--- src/rtl/alu_pkg.sv ---
// Shared definitions for the set-less-than BIST: sequencer states,
// the golden signed compare and per-width extreme-value helpers.
`default_nettype none

package alu_pkg;

    typedef enum logic [2:0] {
        IDLE  = 3'd0,
        WAIT  = 3'd1,
        CHECK = 3'd2,
        ADV   = 3'd3,
        DONE  = 3'd4
    } state_t;

    // Most negative sz-bit two's-complement value, zero-extended to 32 bits.
    function automatic logic [31:0] most_neg(input int sz);
        return 32'd1 << (sz - 1);
    endfunction

    function automatic logic [31:0] most_pos(input int sz);
        return most_neg(sz) - 32'd1;
    endfunction

    // Golden result for sz-bit operands held in the low bits of a and b.
    // Flipping the sign bit turns a signed compare into an unsigned one.
    function automatic logic [31:0] slt_expect(input logic [31:0] a,
                                               input logic [31:0] b,
                                               input int          sz);
        logic [31:0] mask;
        logic [31:0] am;
        logic [31:0] bm;
        mask = (sz >= 32) ? 32'hFFFF_FFFF : ((32'd1 << sz) - 32'd1);
        am   = (a & mask) ^ most_neg(sz);
        bm   = (b & mask) ^ most_neg(sz);
        return {31'd0, (am < bm)};
    endfunction

endpackage

`default_nettype wire

--- src/rtl/slt_bist_ctr.sv ---
// Operand pair counter for the BIST sweep: R2 outer loop, R3 inner loop,
// both starting at the most negative value and wrapping through positive.
`default_nettype none

module slt_bist_ctr
    import alu_pkg::*;
#(
    parameter int size = 4
) (
    input  logic            clk,
    input  logic            rst,
    input  logic            i_load,
    input  logic            i_adv,
    output logic [size-1:0] o_r2,
    output logic [size-1:0] o_r3,
    output logic            o_last
);

    localparam logic [size-1:0] C_NEG = size'(most_neg(size));
    localparam logic [size-1:0] C_POS = size'(most_pos(size));

    logic [size-1:0] r_r2;
    logic [size-1:0] r_r3;

    always_ff @(posedge clk or posedge rst) begin
        if (rst) begin
            r_r2 <= C_NEG;
            r_r3 <= C_NEG;
        end else if (i_load) begin
            r_r2 <= C_NEG;
            r_r3 <= C_NEG;
        end else if (i_adv) begin
            r_r3 <= r_r3 + size'(1);
            if (r_r3 == C_POS) begin
                r_r2 <= r_r2 + size'(1);
            end
        end
    end

    assign o_r2   = r_r2;
    assign o_r3   = r_r3;
    assign o_last = (r_r2 == C_POS) && (r_r3 == C_POS);

endmodule

`default_nettype wire

--- src/rtl/slt_bist_seq.sv ---
// BIST sequencer for slt_mod: sweeps every operand pair, checks R1 against
// a golden signed compare, and logs error count and first failing vector.
`default_nettype none

module slt_bist_seq
    import alu_pkg::*;
#(
    parameter int size   = 4,
    parameter int SETTLE = 2,
    parameter int ERRW   = 2 * size + 1
) (
    input  logic            clk,
    input  logic            rst,
    input  logic            start,
    output logic [size-1:0] R2,
    output logic [size-1:0] R3,
    input  logic [size-1:0] R1,
    output logic            busy,
    output logic            done,
    output logic            pass,
    output logic [ERRW-1:0] err_count,
    output logic [size-1:0] fail_R2,
    output logic [size-1:0] fail_R3
);

    localparam int            CW          = (SETTLE > 1) ? $clog2(SETTLE) : 1;
    localparam logic [CW-1:0] SETTLE_LAST = CW'(SETTLE - 1);

    state_t          r_state;
    state_t          w_next;
    logic [CW-1:0]   r_settle;
    logic            w_load;
    logic            w_adv;
    logic            w_last;
    logic            w_mismatch;
    logic [ERRW-1:0] r_err;
    logic [size-1:0] r_fail_r2;
    logic [size-1:0] r_fail_r3;
    logic            r_found;

    slt_bist_ctr #(
        .size(size)
    ) u_ctr (
        .clk   (clk),
        .rst   (rst),
        .i_load(w_load),
        .i_adv (w_adv),
        .o_r2  (R2),
        .o_r3  (R3),
        .o_last(w_last)
    );

    // Full-width compare so any nonzero upper bit of R1 counts as a mismatch.
    assign w_mismatch = (32'(R1) != slt_expect(32'(R2), 32'(R3), size));

    always_ff @(posedge clk or posedge rst) begin
        if (rst) begin
            r_state <= IDLE;
        end else begin
            r_state <= w_next;
        end
    end

    always_comb begin
        w_next = r_state;
        w_load = 1'b0;
        w_adv  = 1'b0;
        case (r_state)
            IDLE, DONE: begin
                if (start) begin
                    w_load = 1'b1;
                    w_next = WAIT;
                end
            end
            WAIT: begin
                if (r_settle == SETTLE_LAST) begin
                    w_next = CHECK;
                end
            end
            CHECK: begin
                w_next = ADV;
            end
            ADV: begin
                if (w_last) begin
                    w_next = DONE;
                end else begin
                    w_adv  = 1'b1;
                    w_next = WAIT;
                end
            end
            default: begin
                w_next = IDLE;
            end
        endcase
    end

    always_ff @(posedge clk or posedge rst) begin
        if (rst) begin
            r_settle <= '0;
        end else if ((r_state == WAIT) && (w_next == WAIT)) begin
            r_settle <= r_settle + CW'(1);
        end else begin
            r_settle <= '0;
        end
    end

    always_ff @(posedge clk or posedge rst) begin
        if (rst) begin
            r_err     <= '0;
            r_fail_r2 <= '0;
            r_fail_r3 <= '0;
            r_found   <= 1'b0;
        end else if (w_load) begin
            r_err     <= '0;
            r_fail_r2 <= '0;
            r_fail_r3 <= '0;
            r_found   <= 1'b0;
        end else if ((r_state == CHECK) && w_mismatch) begin
            if (r_err != {ERRW{1'b1}}) begin
                r_err <= r_err + ERRW'(1);
            end
            if (!r_found) begin
                r_fail_r2 <= R2;
                r_fail_r3 <= R3;
                r_found   <= 1'b1;
            end
        end
    end

    assign busy      = (r_state == WAIT) || (r_state == CHECK) || (r_state == ADV);
    assign done      = (r_state == DONE);
    assign pass      = done && (r_err == '0);
    assign err_count = r_err;
    assign fail_R2   = r_fail_r2;
    assign fail_R3   = r_fail_r3;

endmodule

`default_nettype wire

--- config.mk ---
export PLATFORM = sky130hd
export DESIGN_NAME = slt_bist_seq
export DESIGN_NICKNAME = d
export VERILOG_FILES = /design/src/rtl/alu_pkg.sv /design/src/rtl/slt_bist_ctr.sv /design/src/rtl/slt_bist_seq.sv
export SDC_FILE = /design/constraint.sdc
export NUM_CORES = 1
export LEC_CHECK = 0
export BUFFER_PORTS_ARGS = -buffer_cell sky130_fd_sc_hd__buf_2
export CORE_MARGIN = 3
export CORE_UTILIZATION = 60
export CTS_BUF_LIST = sky130_fd_sc_hd__clkbuf_4 sky130_fd_sc_hd__clkbuf_8
export CTS_CLUSTER_DIAMETER = 40
export DETAILED_ROUTE_END_ITERATION = 10
export PLACE_DENSITY_LB_ADDON = 0.15
export SETUP_SLACK_MARGIN = 0.1
export SYNTH_ARGS = -nofsm -noshare
export SYNTH_HDL_FRONTEND = slang
export SYNTH_SLANG_ARGS = --single-unit
--- constraint.sdc ---
create_clock -name clk -period 3.5 [get_ports clk]
set_clock_uncertainty 0.1 [all_clocks]
set_input_delay 0.7 -clock clk [delete_from_list [all_inputs] [get_ports clk]]
set_output_delay 0.7 -clock clk [all_outputs]
set_load 0.005 [all_outputs]
==> results.md, run 1 <==
* Row count at 18
* Largest cells by area after synthesis: dfrtp_1 (44%), nand2_1 (6.4%), ha_1 (6.3%), nor2_1 (4.0%), dfstp_2 (3.3%)
* Ys flop type: dfrtp_1
* Final GP Congestion at 0.754
* Synth top area share at 44.0%
* Initial antenna violation count at 0
* Worst setup EP type: flip-flop
* Via count at 1,297
* Max-cap violations at 0
* Avg Vias per Cell at 5.66
* Arrival @ worst endpoint at 2950 ps
* Num CTS Buffers at 5
* Hold_buf cts at 0
* First-pass GRT wire length at 5720 um
* Diode count at 0
* Post-synth ARST share at 100%
* Met2 usage at 36.3%
* CP required at 3630 ps
* Vias in the first global route at 1,218
* Setup Buffers After CTS at 0
* Leakage at 0.971 nW
* Hold Crit Class: in2async
* Most common library cells after synthesis: dfrtp_1 (28), nand2_1 (27), nor2_1 (17)
* Post-cts sizing count at 0
* GRT Max-Usage Layer: met2
* Cell count after synthesis at 159
* Die Area at 3310 sq um
* Reg clk slew, reported paths at 100 ps
* Global routing usage on met3 at 7.69%
* Global Route Usage Sum at 22.9%
* Kind of critical path: reg2reg
* Setup violations, final at 0
* Slew margin rel. at 46.3%
* Clock share of power at 27.0%
* CTS HTree Levels at 2
* # port buffers at 34
* Syn Std Cell Area at 1590 sq um
* Syn Nets at 174
* Grt total ovfl at 0
* Core area at 2500 sq um
* Worst Tran Pin Value at 804 ps
* Reg power frac at 42.4%
* Skew-Pair Late Insertion Delay at 340 ps
* Pwr per Cell Area at 595 nW/um^2
* Longest Clk Path Bufs at 2
* Combinational share of power at 30.6%
* Fmax at 355 MHz
* Die Height at 57.5 um
* Cell area after layout at 1870 sq um
* Most frequent cell after synthesis: dfrtp_1
* CP Launch Type: flip-flop
* Status: finished, final reports clean
* Final period utilization at 80.5%
* Clk sinks at 30
* Post-synth EDFFs at 0
* Pre-Repair DR Iteration Count at 4
* Post-Route WL at 3240 um
* Unique masters post-synth at 44
* Switching share of power at 34.3%
* Largest net degree at the start of global routing at 21
* Die X at 57.5 um
* Psw at 0.000383 W
* Area delta synth->final at 17.6%
* Final antenna-violating net count at 0
* Sum Neg Setup Slack at 0 ps
* DP Area at 1780 sq um
* CP Max Fanout at 8
* Post-layout nets at 213
* Post-Syn Area per Cell at 10.0 sq um
* Yosys warning count at 0
* Final HPWL DP at 2380 um
* DRT iter0 DRCs at 60
* Root cell of the clock tree: clkbuf_4
* Final Hold Fails at 0
* CTS tree: built
* RSZ-0062 raised after global routing: no
* # DRC at 0
* M1 GR Usage at 28.5%
* Post-synthesis sequential area ratio at 47.3%
* R2r setup slk at 680 ps
* Share of cells above drive strength 1 at 30.2%
* Wire per inst at 14.1 um
* Leading area contributor after synthesis: dfrtp_1
* I/O pins at 35
* Internal power at 0.000731 W
* #FFs+latches synth at 30
* Initial core utilization at 63.7%
* Max Slew Vio Count at 0
* VDD IR max at 0.543 mV
* Minimum clock period at 2820 ps
-- through the flow --
step | instances | util (%) | hold WS (ps) | total power (W) | setup slack [ps]
final | 229 | 74.9 | 363 | 0.00111 | 682
after global routing | 229 | 74.9 | 402 | 0.00120 | 503
after global placement | 221 | 71.3 | 336 | 0.000805 | 800
after detailed placement | 221 | 71.3 | 350 | 0.000823 | 687
after floorplan | 159 | - | 317 | 0.000718 | 1070
after CTS | 229 | 74.9 | 361 | 0.00113 | 687
-- flip-flops by register name, indices dropped and copies added (netlist names) --
name	cells
u_ctr.o_r2	4
err_count	9
r_settle	1
fail_R3	4
r_found	1
u_ctr.o_r3	4
r_state	3
fail_R2	4
-- power groups by stage --
stage               combinational [W]  sequential (W)  clock (W)
floorplan                    0.000246        0.000472          0
global placement             0.000332        0.000473          0
detailed placement           0.000346        0.000478          0
CTS                          0.000348        0.000471   0.000307
global route                 0.000389        0.000485   0.000322
finish                       0.000341        0.000472   0.000301
-- area by class of cell --
type | count | area, sq um
Clock buffer | 7 | 58.8
Clock inverter | 1 | 30.0
Fill cell | 185 | 628
Inverter | 8 | 30.0
Multi-Input combinational cell | 117 | 777
Sequential cell | 30 | 753
Tap cell | 30 | 37.5
Timing Repair Buffer | 36 | 185
-- cells by family after synthesis --
kind of cell	synth area share [%]
adder cells (fa/ha/maj)	6.29
flip-flops	47.3
multiplexers	3.22
XOR/XNOR	4.87
buffers and inverters	3.85
AND/OR/NAND/NOR	22.9
AO/OA/AOI/OAI	11.6
-- per-layer routing --
layer  wire, um  up-vias  part of all wire [%]
met1       1440      620                    44
met4         55        0                   1.7
met2       1540       39                    48
li1           -      632                     -
met5          0        -                     0
met3        202        6                   6.2
-- critical path: stages (launching register included) --
cell	delay, ps
dfrtp_1	470
ha_1	270
and3_1	210
nand3_1	130
nor2_1	70
ha_1	160
or3_1	390
a21oi_2	240
buf_4	220
nor2_1	90
a221o_1	370
-- worst paths after layout --
path | from | to | depth (start not counted)
setup / recovery | err_count[0] | err_count[5] | 10
hold / removal | rst | u_ctr.o_r2[1] | 2
setup reg to reg | err_count[0] | err_count[5] | 10
hold reg to reg | r_settle | r_settle | 1
max in group asynchronous | rst | err_count[7] | 3
min in group clk | r_settle | r_settle | 1
-- layout by cell type (no fill, tap or decap), types with 2 or more instances in the layout --
cell type / instances
buf_4: 2
inv_1: 8
a221o_1: 2
or3_1: 2
nor2_1: 17
xnor2_1: 4
clkbuf_4: 6
buf_2: 34
xor2_1: 3
nand3b_1: 4
and3_2: 2
and3_1: 3
o21ai_0: 10
dfstp_2: 2
nor4b_1: 2
nand2_1: 27
a21oi_1: 3
mux2i_1: 4
ha_1: 8
dfrtp_1: 28
nand3_1: 4
(Power assumes the default switching activity.)
==> inputs of run 2 (changes only) <==
--- a/config.mk
+++ b/config.mk
@@ -7,7 +7,7 @@
 export LEC_CHECK = 0
 export BUFFER_PORTS_ARGS = -buffer_cell sky130_fd_sc_hd__buf_2
 export CORE_MARGIN = 3
-export CORE_UTILIZATION = 60
+export CORE_UTILIZATION = 50
 export CTS_BUF_LIST = sky130_fd_sc_hd__clkbuf_4 sky130_fd_sc_hd__clkbuf_8
 export CTS_CLUSTER_DIAMETER = 40
 export DETAILED_ROUTE_END_ITERATION = 10
==> constraint.sdc (replaced) <==
create_clock -name clk -period 2.3 [get_ports clk]
set_clock_uncertainty 0.1 [all_clocks]
set_input_delay 0.46 -clock clk [delete_from_list [all_inputs] [get_ports clk]]
set_output_delay 0.46 -clock clk [all_outputs]
set_load 0.005 [all_outputs]
==> run 2 against run 1 <==
  * Non-clock buffer count up 20
  * Clock power grew 5%
  * Clock-buffer cell count decreased by 1
  * Register-to-register slack worse by 680 ps
  * Critical path type unchanged
  * Largest cell class unchanged
  * Largest power group is now combinational logic
  * Highest routed layer unchanged
==> results.md, run 2 (synthesis results as in run 1) <==
* Slew margin rel. at 74.1%
* VDD IR max at 0.615 mV
* Clock share of power at 17.4%
* Kind of critical path: reg2reg
* Internal power at 0.00113 W
* Post-Route WL at 3870 um
* R2R cell count at 9
* GRT Max-Usage Layer: met2
* Area delta synth->final at 35.1%
* Switching share of power at 38.0%
* Pwr Total at 0.00182 W
* Diode count at 0
* DRT iter0 DRCs at 76
* First-pass GRT wire length at 6570 um
* R2r setup slk at 1 ps
* Final HPWL DP at 2650 um
* Wire per inst at 14.8 um
* Commonest non-fill, non-tap cells in the layout: buf_2 (34), dfrtp_1 (26), nand2_1 (20), buf_4 (18), nor2_1 (15)
* # DRC at 0
* Final period utilization at 99.9%
* Reg2reg end: err_count[6]
* Worst Tran Pin Value at 389 ps
* CP Launch Type: flip-flop
* # port buffers at 34
* Inst Count DP at 248
* Psw at 0.000689 W
* Via count at 1,411
* Longest Clk Path Bufs at 2
* Largest net degree at the start of global routing at 31
* Vias in the first global route at 1,360
* Row count at 19
* Fmax at 435 MHz
* Commonest non-fill, non-tap cell in the layout: buf_2
* Hold Crit Class: in2async
* Pre-Repair DR Iteration Count at 4
* CTS tree: built
* Global routing usage on met3 at 6.47%
* Pwr per Cell Area at 844 nW/um^2
* Clk sinks at 30
* Avg Vias per Cell at 5.41
* Die Area at 3900 sq um
* Met2 usage at 34.0%
* Arrival @ worst endpoint at 2420 ps
* Minimum clock period at 2300 ps
* Reg power frac at 38.5%
* Worst setup EP type: flip-flop
* Status: finished, final reports clean
* DP Area at 1970 sq um
* Final GP Congestion at 0.821
* Core area at 2900 sq um
* Root cell of the clock tree: clkbuf_4
* Max FFs per register at 9
* Die Height at 62.4 um
* Combinational share of power at 44.1%
* M1 GR Usage at 28.0%
* CTS HTree Levels at 2
* Skew-Pair Late Insertion Delay at 330 ps
* Post-Layout Cell Count at 261
* Max-cap violations at 0
* Leakage at 1.09 nW
* Share of cells above drive strength 1 at 47.5%
* Reg clk slew, reported paths at 100 ps
* Final Hold Fails at 0
* Cell area after layout at 2150 sq um
* Post-layout nets at 233
* Dpl ws at -17.7 ps
* I/O pins at 35
* Max Slew Vio Count at 0
* Die X at 62.4 um
* Num CTS Buffers at 5
* Initial antenna violation count at 0
* Setup violations, final at 0
* RSZ-0062 raised after global routing: yes
* Worst Setup Slack, final at 1.22 ps
* Fill cells at 218
* Initial core utilization at 54.9%
* CP required at 2420 ps
* CP Max Fanout at 8
* Final antenna-violating net count at 0
* FF-to-FF Start: err_count[0]
* Grt total ovfl at 0
* Global Route Usage Sum at 21.5%
[run 2: changes by cell type in the layout (fill, tap and decap cells not counted), moves of 3 or more]
cell / previous run / this run
buf_4: 2 / 18
ha_1: 8 / 4
nand2_1: 27 / 20
nand2_2: 0 / 7
o21ai_0: 10 / 2
o21ai_1: 0 / 5
o21ai_2: 1 / 4
buf_6: 0 / 4
[run 2: how the worst max path moves through the flow]
stage | start | endpoint | slack, ps | cells past startpoint
finish | err_count[0] | err_count[6] | 1 | 9
global route | err_count[0] | err_count[6] | -90 | 9
CTS | err_count[0] | err_count[5] | 10 | 9
detailed placement | err_count[1] | err_count[6] | -20 | 9
global placement | err_count[1] | err_count[6] | 40 | 9
floorplan | err_count[0] | err_count[7] | 90 | 9
[run 2: final cells by class]
class / count / area [sq um] / area share (%)
tap: 42 / 52.6 / 2.44
sequential: 30 / 756 / 35.2
clock buffer: 6 / 45.0 / 2.10
inverter: 8 / 30.0 / 1.40
timing repair buffer: 56 / 350 / 16.3
clock inverter: 2 / 10.0 / 0.466
multi-input combinational: 117 / 906 / 42.1
[run 2: timing repair]
item | in CTS | in global routing
resized for setup | 10 | 22
hold buffers | 0 | 0
endpoints found under the hold margin | 0 | 0
buffers inserted | 4 | 0
gates cloned | 1 | 0
pin swaps | 6 | 9
setup endpoints to repair | 16 | 18
[run 2: critical path, cell delays in order, from the launching register on]
cell and delay [ps]:
dfrtp_2 440, ha_4 160, and3_4 180, nand3_4 90, nor2_2 40, ha_2 150, or3_4 350, a21oi_4 270
nor2_4 70, a221o_1 320
[run 2: power groups by stage]
stage | logic, W | clock network, W | registers, W
finish | 0.000800 | 0.000317 | 0.000699
global placement | 0.000656 | 0 | 0.000697
global route | 0.000872 | 0.000359 | 0.000709
detailed placement | 0.000680 | 0 | 0.000702
CTS | 0.000736 | 0.000325 | 0.000696
floorplan | 0.000396 | 0 | 0.000726
[run 2: layer usage]
metal | wire (um) | vias to the layer above
met4 | 60 | 0
li1 | - | 668
met3 | 165 | 8
met5 | 0 | -
met2 | 1810 | 35
met1 | 1830 | 700
[run 2: stage by stage]
step	hold slack [ps]	util, %	TNS, ps
3_5_place_dp	337	67.8	-22.3
5_1_grt	108	74.1	-878
4_1_cts	90.2	71.8	0
2_1_floorplan	317	-	0
3_3_place_gp	329	67.8	0
6_report	81.6	74.1	0
==> inputs of run 3 (changes only) <==
--- a/config.mk
+++ b/config.mk
@@ -7,7 +7,7 @@
 export LEC_CHECK = 0
 export BUFFER_PORTS_ARGS = -buffer_cell sky130_fd_sc_hd__buf_2
 export CORE_MARGIN = 3
-export CORE_UTILIZATION = 50
+export CORE_UTILIZATION = 56
 export CTS_BUF_LIST = sky130_fd_sc_hd__clkbuf_4 sky130_fd_sc_hd__clkbuf_8
 export CTS_CLUSTER_DIAMETER = 40
 export DETAILED_ROUTE_END_ITERATION = 10
@@ -16,3 +16,4 @@
 export SYNTH_ARGS = -nofsm -noshare
 export SYNTH_HDL_FRONTEND = slang
 export SYNTH_SLANG_ARGS = --single-unit
+export TNS_END_PERCENT = 20
==> constraint.sdc (replaced) <==
create_clock -name clk -period 2.6 [get_ports clk]
set_clock_uncertainty 0.1 [all_clocks]
set_input_delay 0.52 -clock clk [delete_from_list [all_inputs] [get_ports clk]]
set_output_delay 0.52 -clock clk [all_outputs]
set_load 0.005 [all_outputs]
==> run 3 against run 2 <==
  * Cell count shrank 8.4%
  * Sequential share of layout area grew 3.2 points
  * Hold slack gained 80 ps
  * Largest power group is now registers
  * Global-route usage grew 2.5 points
  * Critical path type unchanged
==> results.md, run 3 (synthesis results as in run 1) <==
* First-pass GRT wire length at 6140 um
* Crit path buffers/inverters at 0
* Status: finished, final reports clean
* Max FFs per register at 9
* Crit path max-delay family: simple AND/OR/NAND/NOR gates
* Max-cap violations at 0
* Pre-Repair DR Iteration Count at 4
* Pwr per Cell Area at 763 nW/um^2
* CP required at 2720 ps
* Die X at 59.3 um
* Avg Vias per Cell at 5.60
* Post-Route WL at 3770 um
* Core area at 2590 sq um
* Reg2reg end: err_count[6]
* Commonest non-fill, non-tap cell in the layout: buf_2
* Via count at 1,338
* Metal2 WL at 1790 um
* R2R cell count at 9
* Hold Crit Class: in2async
* Top Layer Used: met4
* Initial core utilization at 61.4%
* Longest Clk Path Bufs at 2
* Initial antenna violation count at 0
* CP Launch Type: flip-flop
* Largest stage delay, worst path at 390 ps
* FF-to-FF Start: err_count[0]
* DR WL met3 at 238 um
* R2r setup slk at 170 ps
* Die Area at 3520 sq um
* Setup violations, final at 0
* Hold_buf cts at 0
* Reg clk slew, reported paths at 100 ps
* Post-Layout Cell Count at 239
* Wire per inst at 15.8 um
* Final Util at 75.7%
* RSZ-0062 raised after global routing: yes
* Worst setup EP type: flip-flop
* Inst Count DP at 228
* DRT iter0 DRCs at 74
* Final period utilization at 93.4%
* Slew margin rel. at 55.5%
* Global Route Usage Sum at 24.0%
* CTS tree: built
* Kind of critical path: reg2reg
* Grt total ovfl at 0
* Sum Neg Setup Slack at 0 ps
* Worst Setup Slack, final at 171 ps
* Arrival @ worst endpoint at 2550 ps
* Largest net degree at the start of global routing at 19
* WL met1 at 1710 um
* # port buffers at 34
* Clk sinks at 30
* Commonest non-fill, non-tap cells in the layout: buf_2 (34), dfrtp_1 (28), nand2_1 (27), nor2_1 (16), buf_4 (11)
* Cell mode on critical path: ha_1
* Fill cells at 167
* Final antenna-violating net count at 0
* Root cell of the clock tree: clkbuf_4
* Minimum clock period at 2430 ps
* Final HPWL DP at 2660 um
* CP Cell Sequence: ha_1 -> and3_1 -> nand3_2 -> nor2_1 -> ha_1 -> or3_4 -> a21oi_4 -> nor2_2 -> a221o_1
* Num CTS Buffers at 5
* Die Height at 59.3 um
* Final GP Congestion at 0.888
* VDD IR max at 0.680 mV
* Fmax at 412 MHz
* Row count at 18
* Area delta synth->final at 23.3%
* Post-layout nets at 223
* # DRC at 0
* CP Max Fanout at 5
* Dpl ws at 90.3 ps
* Register area at 753 sq um
* Leakage at 1.02 nW
* Max Slew Vio Count at 0
* Share of cells above drive strength 1 at 35.9%
* Vias in the first global route at 1,308
* I/O pins at 35
* CTS HTree Levels at 2
* Final Hold Fails at 0
* Worst Tran Pin Value at 666 ps
* Footprint of the multi-input gates at 813 sq um
* CP max stage cell: dfrtp_1
* Skew-Pair Late Insertion Delay at 340 ps
* Diode count at 0
[run 3: cell count changes in the layout (fill, tap and decap cells not counted), moves of 2 or more]
| cell | before | now |
|---|---|---|
| o21ai_0 | 2 | 10 |
| buf_4 | 18 | 11 |
| nand2_1 | 20 | 27 |
| nand2_2 | 7 | 0 |
| o21ai_1 | 5 | 0 |
| buf_6 | 4 | 1 |
| ha_1 | 4 | 7 |
| o21ai_2 | 4 | 1 |
| dfrtp_1 | 26 | 28 |
| dfrtp_2 | 2 | 0 |
| ha_2 | 2 | 0 |
[run 3: worst max path at each step]
stage / startpoint / to / slack, ps / cells past startpoint
2_1_floorplan: err_count[0] / err_count[5] / 170 / 9
3_3_place_gp: u_ctr.o_r2[3] / err_count[6] / 200 / 9
3_5_place_dp: err_count[0] / err_count[6] / 90 / 9
4_1_cts: u_ctr.o_r2[3] / err_count[6] / 100 / 9
5_1_grt: u_ctr.o_r2[3] / err_count[6] / 50 / 9
6_report: err_count[0] / err_count[6] / 170 / 9
[run 3: cell type report]
cell class              count  share of cell area [%]
repair buffers             46                    13.5
clock inverters             1                   0.255
multi-input cells         117                    41.5
clock buffers               7                    3.00
inverters                   8                    1.53
flip-flops and latches     30                    38.4
well taps                  30                    1.91
[run 3: through the flow]
stage / power [W] / cell area [sq um] / hold WS (ps)
floorplan: 0.000966 / 1590 / 317
global placement: 0.00113 / 1840 / 333
detailed placement: 0.00115 / 1840 / 345
CTS: 0.00146 / 1910 / 165
global route: 0.00160 / 1960 / 193
finish: 0.00150 / 1960 / 162
[run 3: layer usage]
layer	vias up	track usage (%)
met5	-	0
li1	647	-
met2	56	36.3
met1	632	32.8
met4	0	8.74
met3	3	6.75
[run 3: report_power, final]
part           total, W  switching (W)  internal (W)  leakage, nW
Combinational  0.000572       0.000312      0.000259        0.579
Sequential     0.000620      0.0000723      0.000548        0.401
Clock          0.000305       0.000164      0.000141       0.0387
[run 3: timing repair]
| action | in CTS | in global routing |
|---|---|---|
| pin swaps | 0 | 3 |
| buffers inserted | 0 | 3 |
| resized for setup | 1 | 6 |
| cloned | 0 | 0 |
| endpoints found under the setup margin | 2 | 11 |
